$ cat src/rtl/usrt_pkg.sv
// Shared USRT definitions used by both the receive and transmit sides.
package usrt_pkg;

  // Deframer FSM encoding
  typedef enum logic [1:0] {
    ST_IDLE = 2'd0,
    ST_DATA = 2'd1,
    ST_STOP = 2'd2
  } usrt_state_e;

  localparam int unsigned USRT_DATA_W   = 8;
  // Level of an idle line; the stop bit must also be at this level
  localparam logic        USRT_IDLE_LVL = 1'b1;

endpackage

$ cat src/rtl/usrt_rx_if.sv
// Serial line inputs and parallel receive outputs of the USRT receiver.
interface usrt_rx_if
  import usrt_pkg::*;
#(
  parameter int unsigned DATA_W = USRT_DATA_W
);

  logic              sclk;
  logic              sdin;
  logic [DATA_W-1:0] rx_data;
  logic              rx_ld;
  logic              frame_err;
  logic              busy;

  // Line driver / result consumer side
  modport master (
    output sclk,
    output sdin,
    input  rx_data,
    input  rx_ld,
    input  frame_err,
    input  busy
  );

  // Receiver side
  modport slave (
    input  sclk,
    input  sdin,
    output rx_data,
    output rx_ld,
    output frame_err,
    output busy
  );

endinterface

$ cat src/rtl/usrt_sync_edge.sv
// Multi-flop synchronizer with a registered rising-edge strobe.
// The strobe is taken from the last two stages, so it is high in the same cycle that the
// new level first appears on sync_out.
module usrt_sync_edge #(
  parameter int unsigned SYNC_STAGES = 2
) (
  input  logic clk,
  input  logic rst,
  input  logic async_in,
  output logic sync_out,
  output logic rise
);

  logic [SYNC_STAGES-1:0] sync_q;
  logic                   rise_q;

  // Shift chain plus edge detector; stage 0 is nearest the asynchronous input
  always_ff @(posedge clk) begin
    if (rst) begin
      sync_q <= '1;
      rise_q <= 1'b0;
    end else begin
      sync_q <= {sync_q[SYNC_STAGES-2:0], async_in};
      rise_q <= sync_q[SYNC_STAGES-2] & ~sync_q[SYNC_STAGES-1];
    end
  end

  assign sync_out = sync_q[SYNC_STAGES-1];
  assign rise     = rise_q;

endmodule

$ cat src/rtl/usrt_rx.sv
// USRT receive deframer: start bit, DATA_W data bits LSB first, one stop bit.
// Good frames produce a one-cycle rx_ld with the byte on rx_data; a low stop bit
// produces a one-cycle frame_err and leaves rx_data untouched.
module usrt_rx
  import usrt_pkg::*;
#(
  parameter int unsigned DATA_W      = USRT_DATA_W,
  parameter int unsigned SYNC_STAGES = 2
) (
  input logic      clk,
  input logic      rst,
  usrt_rx_if.slave bus
);

  localparam int unsigned           CNT_W    = (DATA_W > 1) ? $clog2(DATA_W) : 1;
  localparam logic [CNT_W-1:0]      CNT_LAST = CNT_W'(DATA_W - 1);

  logic sclk_rise;
  logic sclk_level;
  logic sdin_bit;
  logic sdin_rise;

  usrt_state_e       state_q, state_d;
  logic [CNT_W-1:0]  cnt_q, cnt_d;
  logic [DATA_W-1:0] shreg_q, shreg_d;
  logic [DATA_W-1:0] rx_data_q, rx_data_d;
  logic              rx_ld_q, rx_ld_d;
  logic              frame_err_q, frame_err_d;
  logic              busy_q, busy_d;

  usrt_sync_edge #(
    .SYNC_STAGES (SYNC_STAGES)
  ) u_sync_sclk (
    .clk      (clk),
    .rst      (rst),
    .async_in (bus.sclk),
    .sync_out (sclk_level),
    .rise     (sclk_rise)
  );

  // Same depth as sclk so sdin_bit is the level present at the sclk rising edge
  usrt_sync_edge #(
    .SYNC_STAGES (SYNC_STAGES)
  ) u_sync_sdin (
    .clk      (clk),
    .rst      (rst),
    .async_in (bus.sdin),
    .sync_out (sdin_bit),
    .rise     (sdin_rise)
  );

  // Each synchronizer only drives one useful output
  logic unused_sync;
  assign unused_sync = sclk_level ^ sdin_rise;

  // Next-state and output decode; nothing but the pulses changes without sclk_rise
  always_comb begin
    state_d     = state_q;
    cnt_d       = cnt_q;
    shreg_d     = shreg_q;
    rx_data_d   = rx_data_q;
    rx_ld_d     = 1'b0;
    frame_err_d = 1'b0;
    busy_d      = busy_q;

    if (sclk_rise) begin
      unique case (state_q)
        ST_IDLE: begin
          if (sdin_bit != USRT_IDLE_LVL) begin
            state_d = ST_DATA;
            cnt_d   = '0;
            busy_d  = 1'b1;
          end
        end
        ST_DATA: begin
          shreg_d[cnt_q] = sdin_bit;
          if (cnt_q == CNT_LAST) begin
            cnt_d   = '0;
            state_d = ST_STOP;
          end else begin
            cnt_d = cnt_q + 1'b1;
          end
        end
        ST_STOP: begin
          if (sdin_bit == USRT_IDLE_LVL) begin
            rx_data_d = shreg_q;
            rx_ld_d   = 1'b1;
          end else begin
            frame_err_d = 1'b1;
          end
          // The stop bit is never reinterpreted as a start bit
          state_d = ST_IDLE;
          busy_d  = 1'b0;
        end
        default: begin
          state_d = ST_IDLE;
          busy_d  = 1'b0;
        end
      endcase
    end
  end

  // State, counter, shift register and registered outputs
  always_ff @(posedge clk) begin
    if (rst) begin
      state_q     <= ST_IDLE;
      cnt_q       <= '0;
      shreg_q     <= '0;
      rx_data_q   <= '0;
      rx_ld_q     <= 1'b0;
      frame_err_q <= 1'b0;
      busy_q      <= 1'b0;
    end else begin
      state_q     <= state_d;
      cnt_q       <= cnt_d;
      shreg_q     <= shreg_d;
      rx_data_q   <= rx_data_d;
      rx_ld_q     <= rx_ld_d;
      frame_err_q <= frame_err_d;
      busy_q      <= busy_d;
    end
  end

  assign bus.rx_data   = rx_data_q;
  assign bus.rx_ld     = rx_ld_q;
  assign bus.frame_err = frame_err_q;
  assign bus.busy      = busy_q;

endmodule

$ cat src/flat_wrapper.sv
// flat-port wrapper written by rule: the top's interface ports become plain ports
module usrt_rx_flat import usrt_pkg::*;
#(
  parameter int unsigned DATA_W      = USRT_DATA_W,
  parameter int unsigned SYNC_STAGES = 2
)
  (clk, rst, bus_sclk, bus_sdin, bus_rx_data, bus_rx_ld, bus_frame_err, bus_busy);
  usrt_rx_if #(.DATA_W(DATA_W)) bus_i ();
  input logic clk;
  input logic rst;
  input wire logic [$bits(bus_i.sclk)-1:0] bus_sclk;
  input wire logic [$bits(bus_i.sdin)-1:0] bus_sdin;
  output wire logic [$bits(bus_i.rx_data)-1:0] bus_rx_data;
  output wire logic [$bits(bus_i.rx_ld)-1:0] bus_rx_ld;
  output wire logic [$bits(bus_i.frame_err)-1:0] bus_frame_err;
  output wire logic [$bits(bus_i.busy)-1:0] bus_busy;
  assign bus_i.sclk = bus_sclk;
  assign bus_i.sdin = bus_sdin;
  assign bus_rx_data = bus_i.rx_data;
  assign bus_rx_ld = bus_i.rx_ld;
  assign bus_frame_err = bus_i.frame_err;
  assign bus_busy = bus_i.busy;
  usrt_rx #(.DATA_W(DATA_W), .SYNC_STAGES(SYNC_STAGES)) u_core (.clk(clk), .rst(rst), .bus(bus_i));
endmodule
$ cat config.mk
export PLATFORM = sky130hd
export DESIGN_NAME = usrt_rx_flat
export DESIGN_NICKNAME = d
export VERILOG_FILES = /design/src/rtl/usrt_pkg.sv /design/src/rtl/usrt_rx_if.sv /design/src/rtl/usrt_sync_edge.sv /design/src/rtl/usrt_rx.sv /design/src/flat_wrapper.sv
export SDC_FILE = /design/constraint.sdc
export NUM_CORES = 1
export LEC_CHECK = 0
export ABC_AREA = 0
export BUFFER_PORTS_ARGS = -buffer_cell sky130_fd_sc_hd__buf_2
export CORE_ASPECT_RATIO = 1.75
export CORE_MARGIN = 5
export CORE_UTILIZATION = 23
export CTS_CLUSTER_DIAMETER = 50
export CTS_CLUSTER_SIZE = 28
export DETAILED_ROUTE_END_ITERATION = 10
export PLACE_DENSITY = 0.37
export SKIP_LAST_GASP = 1
export SLEW_MARGIN = 20
export SYNTH_ARGS = -nofsm -noshare
export SYNTH_HDL_FRONTEND = slang
export SYNTH_SLANG_ARGS = --single-unit
$ cat constraint.sdc
create_clock -name clk -period 1.8 [get_ports clk]
set_clock_uncertainty 0.05 [all_clocks]
set_input_delay 0.36 -clock clk [delete_from_list [all_inputs] [get_ports clk]]
set_output_delay 0.36 -clock clk [all_outputs]
set_load 0.05 [all_outputs]
Yosys cells after proc, flatten, opt, wreduce, memory -nomap -nowiden
Cells that the tools add are included.

Input bits: 4. Bits in registers: 29. Word-level logic and storage cells: 45.

Multiplexer cells: 13. Reduce and logical (&&, ||, !) cells: 9. Bitwise gates (word level): 5. $lt $le $gt $ge: 2. Add/sub/neg operators: 1. Eq/ne operators: 5.

Operators by type and width (count): AND reduction 3 bit (4); bitwise mux 8 bit (1); two-way mux 3 bit (2); case mux 3 bit (2 select lines) (1); less-than comparator 3 x 4 -> 1 bit, second input constant (1); two-way mux 1 bit (4); two-way mux 2 bit (2); inverter 1 bit (4); case mux 2 bit (2 select lines) (1); adder 3 x 1 -> 3 bit, second input constant (1); demux 1 bit (select 3 bit) (1); == test 3 bit, second input constant (1); greater-or-equal comparator 3 x 1 -> 1 bit, second input constant (1); OR reduction 3 bit (1); == test 2 x 1 -> 1 bit, second input constant (1); == test 2 bit, second input constant (1); zero test 2 bit (1); inequality test 2 x 1 -> 1 bit, second input constant (1); inequality test 2 bit, second input constant (1); case mux 1 bit (2 select lines) (1); AND reduction 2 bit (1); nonzero test 2 bit (1); bitwise AND 1 bit (1); logical AND 1 bit (1).

Logic depth before layout (Yosys ltp)
Gate-level depths: netlist of run 1.

Word-level depth: 5. Mapped depth: 5. Mapped depth without buffers: 5.

Hierarchy
Synthesis of run 1 repeated with hierarchy kept, for this count alone.

Cells, all modules: 127. Area, all modules: 1214.9 um^2.

By module, submodules not included: usrt_rx (cells an instance 115, times used 1, area each 1054.8 um^2); usrt_sync_edge (cells an instance 6, times used 2, area each 80.1 um^2).

Worst setup path after synthesis of run 1
Ideal clock, no wire load.

Kind: register to register. From: register u_core.cnt_q[0]. To: register u_core.state_q[0]. Setup slack: 0.592 ns. Buffers on the path: 0. Data arrival time: 1.032 ns. Required time: 1.624 ns. Stages on the path, launching flop included: 6. Cell sequence: dfxtp_1 -> ha_1 -> ha_1 -> o21ai_0 -> a2bb2oi_1 -> nor2_2.

Cells in the longest elaborated chain, start to end: 3.

Ends and longest elaborated chain: start, declared (RTL line usrt_rx.sv:24) `logic [CNT_W-1:0] cnt_q, cnt_d;`; start signal, assigned (RTL line usrt_rx.sv:115) `cnt_q <= cnt_d;`; == test 3 bit (RTL line usrt_rx.sv:77) `if (cnt_q == CNT_LAST) begin`; inequality test 2 x 1 -> 1 bit (no line); AND reduction 3 bit (no line); end signal, assigned (RTL line usrt_rx.sv:114) `state_q <= state_d;`; end, declared (RTL line usrt_rx.sv:23) `usrt_state_e state_q, state_d;`.

No other way between the ends. A chain may end at the register's enable or synchronous reset.

Worst setup path in the final report of run 1
From: register u_core.u_sync_sclk.rise_q, in the netlist u_core.u_sync_sclk.rise. To: register u_core.busy_q, in the netlist u_core.bus.busy.

Cells in the longest elaborated chain, start to end: 1.

Ends and longest elaborated chain: start, declared (RTL line usrt_sync_edge.sv:15) `logic rise_q;`; start signal, assigned (RTL line usrt_sync_edge.sv:24) `rise_q <= sync_q[SYNC_STAGES-2] & ~sync_q[SYNC_STAGES-1];`; AND reduction 3 bit (no line); end signal, assigned (RTL line usrt_rx.sv:120) `busy_q <= busy_d;`; end, declared (RTL line usrt_rx.sv:29) `logic busy_q, busy_d;`.

No other way between the ends.

==> results of run 1 <==
==> power breakdown <==
| part | internal [mW] | switching (mW) | total [mW] |
|---|---|---|---|
| clock | 0.302 | 0.227 | 0.530 |
| sequential | 0.647 | 0.00391 | 0.651 |
| combinational | 0.0118 | 0.0162 | 0.0281 |
| total | 0.961 | 0.248 | 1.21 |
==> flip-flops by register name (all words and copies together), names as in the netlist <==
| signal | cells |
|---|---|
| u_core.u_sync_sclk.sync_q | 2 |
| u_core.bus.rx_data | 8 |
| u_core.u_sync_sclk.rise | 1 |
| u_core.bus.frame_err | 1 |
| u_core.cnt_q | 3 |
| u_core.bus.busy | 1 |
| u_core.u_sync_sdin.sync_q | 2 |
| u_core.state_q | 2 |
| u_core.shreg_q | 8 |
| u_core.bus.rx_ld | 1 |
==> final timing paths <==
kind	start	end	slack, ps	cells past startpoint
worst max-delay path	u_core.u_sync_sclk.rise$_SDFF_PP0_	u_core.bus.busy$_SDFFE_PP0P_	460	2
worst max register to register	u_core.u_sync_sclk.rise$_SDFF_PP0_	u_core.bus.busy$_SDFFE_PP0P_	460	2
worst min register to register	u_core.u_sync_sclk.sync_q[1]$_SDFF_PP1_	u_core.u_sync_sclk.rise$_SDFF_PP0_	340	1
worst min-delay path	bus_sdin	u_core.u_sync_sdin.sync_q[0]$_SDFF_PP1_	220	2
==> placed cells by master, fill, tap and decap left out <==
cell type / n
nand2b_1: 10
or2_2: 4
dfxtp_1: 29
nor2_1: 4
nor3b_2: 1
or3b_4: 1
ha_1: 2
nor3b_1: 1
inv_1: 1
nor2b_1: 3
and4bb_2: 1
nand4b_1: 3
and4b_1: 1
a221oi_2: 1
a21oi_1: 12
and3b_1: 1
and2b_1: 1
buf_2: 14
nor2_2: 1
mux2i_1: 8
buf_4: 2
and4b_2: 1
a2bb2oi_1: 1
nand3_1: 2
o21ai_0: 4
nand2_1: 21
clkbuf_1: 1
clkbuf_8: 6
nand3b_1: 2
==> through the flow <==
step           hold slack [ps]  utilization, %
3_3_place_gp               329            25.8
6_report                   221            27.6
4_1_cts                    208            27.6
3_5_place_dp               339            25.8
2_1_floorplan              322               -
5_1_grt                    219            27.6
==> cell families after synthesis <==
family	count (synthesis)
adder cells (fa/ha/maj)	2
AND/OR/NAND/NOR	58
buffers and inverters	9
AO/OA/AOI/OAI	18
flip-flops	29
multiplexers	8
==> worst register-to-register path, cell delays in order, from the launching register on <==
cell and delay (ps):
dfxtp_1 530, or3b_4 460, a221oi_2 220
==> routing by layer <==
metal  global-route usage, %  share of wire, %
met3                    2.58               5.5
met2                    12.5                48
met1                    9.09                44
met4                    4.01               1.8
met5                       0                 0
==> area by class of cell <==
class                      instances  area (um^2)  share of cell area (%)
multi-input combinational         86          548                    40.0
inverter                           1         3.75                   0.274
timing repair buffer              16         85.1                    6.20
tap                               54         67.6                    4.93
sequential                        29          581                    42.3
clock buffer                       7         86.3                    6.30
==> cells in the mapped netlist, types with 2 or more instances <==
| library cell | instances |
|---|---|
| nand3_1 | 2 |
| ha_1 | 2 |
| nand3b_1 | 2 |
| mux2i_1 | 8 |
| clkbuf_1 | 3 |
| nand4b_1 | 3 |
| o21ai_0 | 4 |
| nand2_1 | 21 |
| nor2_1 | 4 |
| buf_2 | 2 |
| dfxtp_1 | 29 |
| a21oi_1 | 12 |
| nor2b_1 | 3 |
| nand2b_1 | 10 |
| or2_2 | 4 |
==> results.cfg, run 1 <==
[power_and_ir_drop]
powerDensity_nw_per_um2 = 882
p_leak_nw = 0.567
fin_total_pwr_mw = 1.21
ir_worst_vdd_mv = 0.586

[routing]
antenna_left = 0
drt-vias-per-instance = 4.50
firstDrtPassIters = 4
wl_per_cell_um = 11.9
drc_errors = 0
drtIter0Drc = 19
route.vias.total = 868
routed_wirelength_um = 2290

[critical_path]
start_kind = flip-flop
cp_num_buf_inv = 0
cp-end-kind = flip-flop
critical-path-slowest-cell = dfxtp_1
path_cells = or3b_4 -> a221oi_2
crit_required_ps = 1940
cp_max_fo = 12
crit_type = reg2reg
arrival_ps = 1480
slowest_delay_ps = 530
cp_top_family = flip-flops

[place]
gp_congestion = 0.647
hpwl_um = 1620
placedInstanceArea_um2 = 1280
place_ws_ps = 453
dp.cells = 186
numPortBuffers = 14

[floorplanning]
die-area_um2 = 6700
io_pins = 15
start_util_pct = 23.6
die_w_um = 64.1
coreArea_um2 = 4980
dieHeight_um = 105
num_rows = 34

[clock_network]
clk_path_buf_depth = 2
cts-htree-levels = 2
clock-sinks = 29
insertion_delay_ps = 270
ctsHoldBuffers = 0
cts_root_buf = clkbuf_8
clk_pin_slew_ps = 60
cts_buffers = 5
cts_resized = 0
post_cts_buffers = 0
cts_tree = built

[yosys]
synth_nets = 130
synthArstFlopShare_pct = 0
yosysTopAreaCellShare_pct = 49.4
synth_area_leaders = dfxtp_1 49%, mux2i_1 6.8%, nand2_1 6.7%
synth_top_family_by_area = simple AND/OR/NAND/NOR gates
ys_seq_elements = 29
synth-simple-area-share_pct = 28.8
synth_edf_count = 0
ys_warn_count = 0
yosysTopAreaCell = dfxtp_1
synth_fa_ha_area_share_pct = 2.13
synth_compound_area_share_pct = 8.83
synth_cell_types = 30
avgSynthCellArea_um2 = 9.48
synth_ff_type = dfxtp_1
synth_area_um2 = 1180
synthXorXnorAreaFrac_pct = 0
yosysSeqAreaShare_pct = 49.4
synth.mux.area_fraction_pct = 6.81
synthCells = 124

[status]
outcome = finished clean

[global_route]
first_global_vias = 911
grt_max_degree = 18
grt_util_all_layers_pct = 7.82
grt_overflow = 0
antenna_found_initial = 0
grt_first_pass_wirelength_um = 4160

[timing]
hold_violations = 0
post-route-period-util_pct = 74.5
max_slew_margin_pct = 75.8
finalSetupTns_ps = 0
worstMarginPinSlew_ps = 362
timing.final.crit_period_ps = 1340
maxSlewViolCount = 0
rsz0062_at_grt = no
setup_slack_ps = 460
setup_violations = 0
fmax_mhz = 746

[final_layout]
finish.instance_area_um2 = 1370
area_growth_pct = 16.6
fin_cells = 193
nFillCells = 529
finalNetCount = 145
drive_above_1_share_pct = 23.0
insertedDiodeCount = 0

[worst_hold_path]
holdCritPathClass = in2reg

[run]
drv_cap = 0
Note: power is estimated with default switching activity, not from simulation.
==> run 2, diff against run 1 <==
- PLACE_DENSITY: 0.37 -> 0.38
- clock period: 1.8 -> 1.2 ns (I/O delays scaled with it)
==> run 2 against run 1 <==
Net effect: cell area is 10% higher; cell count rose by 4.7%; sequential power is 50% higher; first-iteration DRC count is 16% higher; register-to-register slack worse by 390 ps; via count is 3.5% higher; clock power grew 68%; critical path type is now reg2out; critical endpoint is now bus_rx_data[4]; largest cell class unchanged.
==> results.cfg, run 2 (synthesis gave the netlist of run 1 again) <==
[place]
numPortBuffers = 14
place_ws_ps = -9.21
placedInstanceArea_um2 = 1360
hpwl_um = 1730
gp_congestion = 0.695

[critical_path]
cp_max_fo = 2
r2r-start = u_core.u_sync_sclk.rise$_SDFF_PP0_
critical-path-slowest-cell = dfxtp_1
ff2ff_setup_slack_ps = 70
arrival_ps = 860
cp_num_buf_inv = 1
cp_num_cells = 1
worst_r2r_endpoint = u_core.bus.busy$_SDFFE_PP0P_
crit_required_ps = 910
path_cells = buf_2
cp_top_family = flip-flops
crit_type = reg2out
slowest_delay_ps = 320
rr_worst_depth = 2
cp-end-kind = output pin
start_kind = flip-flop

[routing]
route.vias.total = 898
drt-vias-per-instance = 4.45
routed_wirelength_um = 2370
drc_errors = 0
antenna_left = 0
drtIter0Drc = 22
wl_per_cell_um = 11.8
firstDrtPassIters = 3

[timing]
rsz0062_at_grt = no
worstMarginPinSlew_ps = 330
maxSlewViolCount = 0
setup_violations = 0
max_slew_margin_pct = 78.0
hold_violations = 0
finalSetupTns_ps = 0
post-route-period-util_pct = 95.9
timing.final.crit_period_ps = 1150
setup_slack_ps = 49.5
fmax_mhz = 869

[floorplanning]
dieHeight_um = 105
io_pins = 15
num_rows = 34
die_w_um = 64.1
start_util_pct = 23.6
coreArea_um2 = 4980
die-area_um2 = 6700

[clock_network]
cts_buffers = 5
cts-htree-levels = 2
clock-sinks = 29
cts_tree = built
clk_pin_slew_ps = 60
insertion_delay_ps = 280
ctsHoldBuffers = 0
cts_root_buf = clkbuf_8
clk_path_buf_depth = 2
post_cts_buffers = 0

[final_layout]
area_growth_pct = 28.7
final_common_cell = dfxtp_1
regArea_um2 = 587
final_cell_mix = 24 x dfxtp_1, 21 x nand2_1, 12 x a21oi_1
drive_above_1_share_pct = 33.8
insertedDiodeCount = 0
finish.instance_area_um2 = 1510
nFillCells = 527
finalNetCount = 153
multi_input_area_um2 = 582

[global_route]
grt_max_degree = 12
grt_first_pass_wirelength_um = 4110
first_global_vias = 938
antenna_found_initial = 0
grt_util_all_layers_pct = 7.91
grt_overflow = 0

[power_and_ir_drop]
p_leak_nw = 0.616
ir_worst_vdd_mv = 0.689
powerDensity_nw_per_um2 = 1260

[worst_hold_path]
holdCritStartpoint = bus_sdin
whs_path_depth = 2
holdCritPathClass = in2reg
min_to = u_core.u_sync_sdin.sync_q[0]$_SDFF_PP1_

[run]
drv_cap = 0

[status]
outcome = finished clean
-- run 2: cell count changes in the layout (fill, tap and decap cells not counted), moves of 2 or more --
cell and delta:
buf_4 +7, dfxtp_2 +5, buf_2 -6, clkbuf_4 +6, ha_1 -2, dfxtp_1 -5
ha_4 +2
-- run 2: area by class of cell --
| type | instances | share of cell area, % |
|---|---|---|
| Clock buffer | 7 | 6.36 |
| Clock inverter | 1 | 0.331 |
| Sequential cell | 29 | 38.8 |
| Timing Repair Buffer | 24 | 11.4 |
| Inverter | 1 | 0.248 |
| Tap cell | 54 | 4.46 |
| Multi-Input combinational cell | 86 | 38.4 |
-- run 2: stage by stage --
| step | power (mW) | hold WS (ps) | cells | util, % |
|---|---|---|---|---|
| floorplan | 1.03 | 294 | 124 | - |
| global placement | 1.05 | 329 | 194 | 27.3 |
| global route | 2.01 | 83.3 | 202 | 30.4 |
| finish | 1.91 | 87.4 | 202 | 30.4 |
| CTS | 1.95 | 77.1 | 202 | 29.4 |
| detailed placement | 1.05 | 338 | 194 | 27.3 |
-- run 2: how the worst max path moves through the flow --
stage | slack (ps) | startpoint | end
finish | 50 | u_core.bus.rx_data[4]$_SDFFE_PP0P_ | bus_rx_data[4]
global placement | 20 | u_core.cnt_q[1]$_SDFFE_PP0P_ | u_core.state_q[0]$_SDFFE_PP0P_
CTS | 3 | u_core.u_sync_sclk.rise$_SDFF_PP0_ | u_core.bus.busy$_SDFFE_PP0P_
detailed placement | -9 | u_core.cnt_q[1]$_SDFFE_PP0P_ | u_core.cnt_q[1]$_SDFFE_PP0P_
floorplan | 40 | u_core.cnt_q[0]$_SDFFE_PP0P_ | u_core.cnt_q[1]$_SDFFE_PP0P_
global route | 5 | u_core.bus.rx_ld$_SDFF_PP0_ | bus_rx_ld
-- run 2: metal layers --
layer  vias up  share of wire [%]  track usage, %
met4         0                2.8            4.46
met2        18                 49            13.3
met3         6                6.1            3.65
met5         -                  0               0
li1        462                  -               -
met1       412                 42            7.77
-- run 2: where the power goes --
group | switching, mW | leakage (nW) | internal (mW) | total, mW
clock network | 0.371 | 0.0542 | 0.517 | 0.888
logic | 0.0270 | 0.324 | 0.0244 | 0.0514
registers | 0.00441 | 0.237 | 0.970 | 0.975
-- run 2: repair_timing --
item	in CTS	in global routing
endpoints found under the setup margin	4	19
pin swaps	2	1
gates resized for setup	2	15
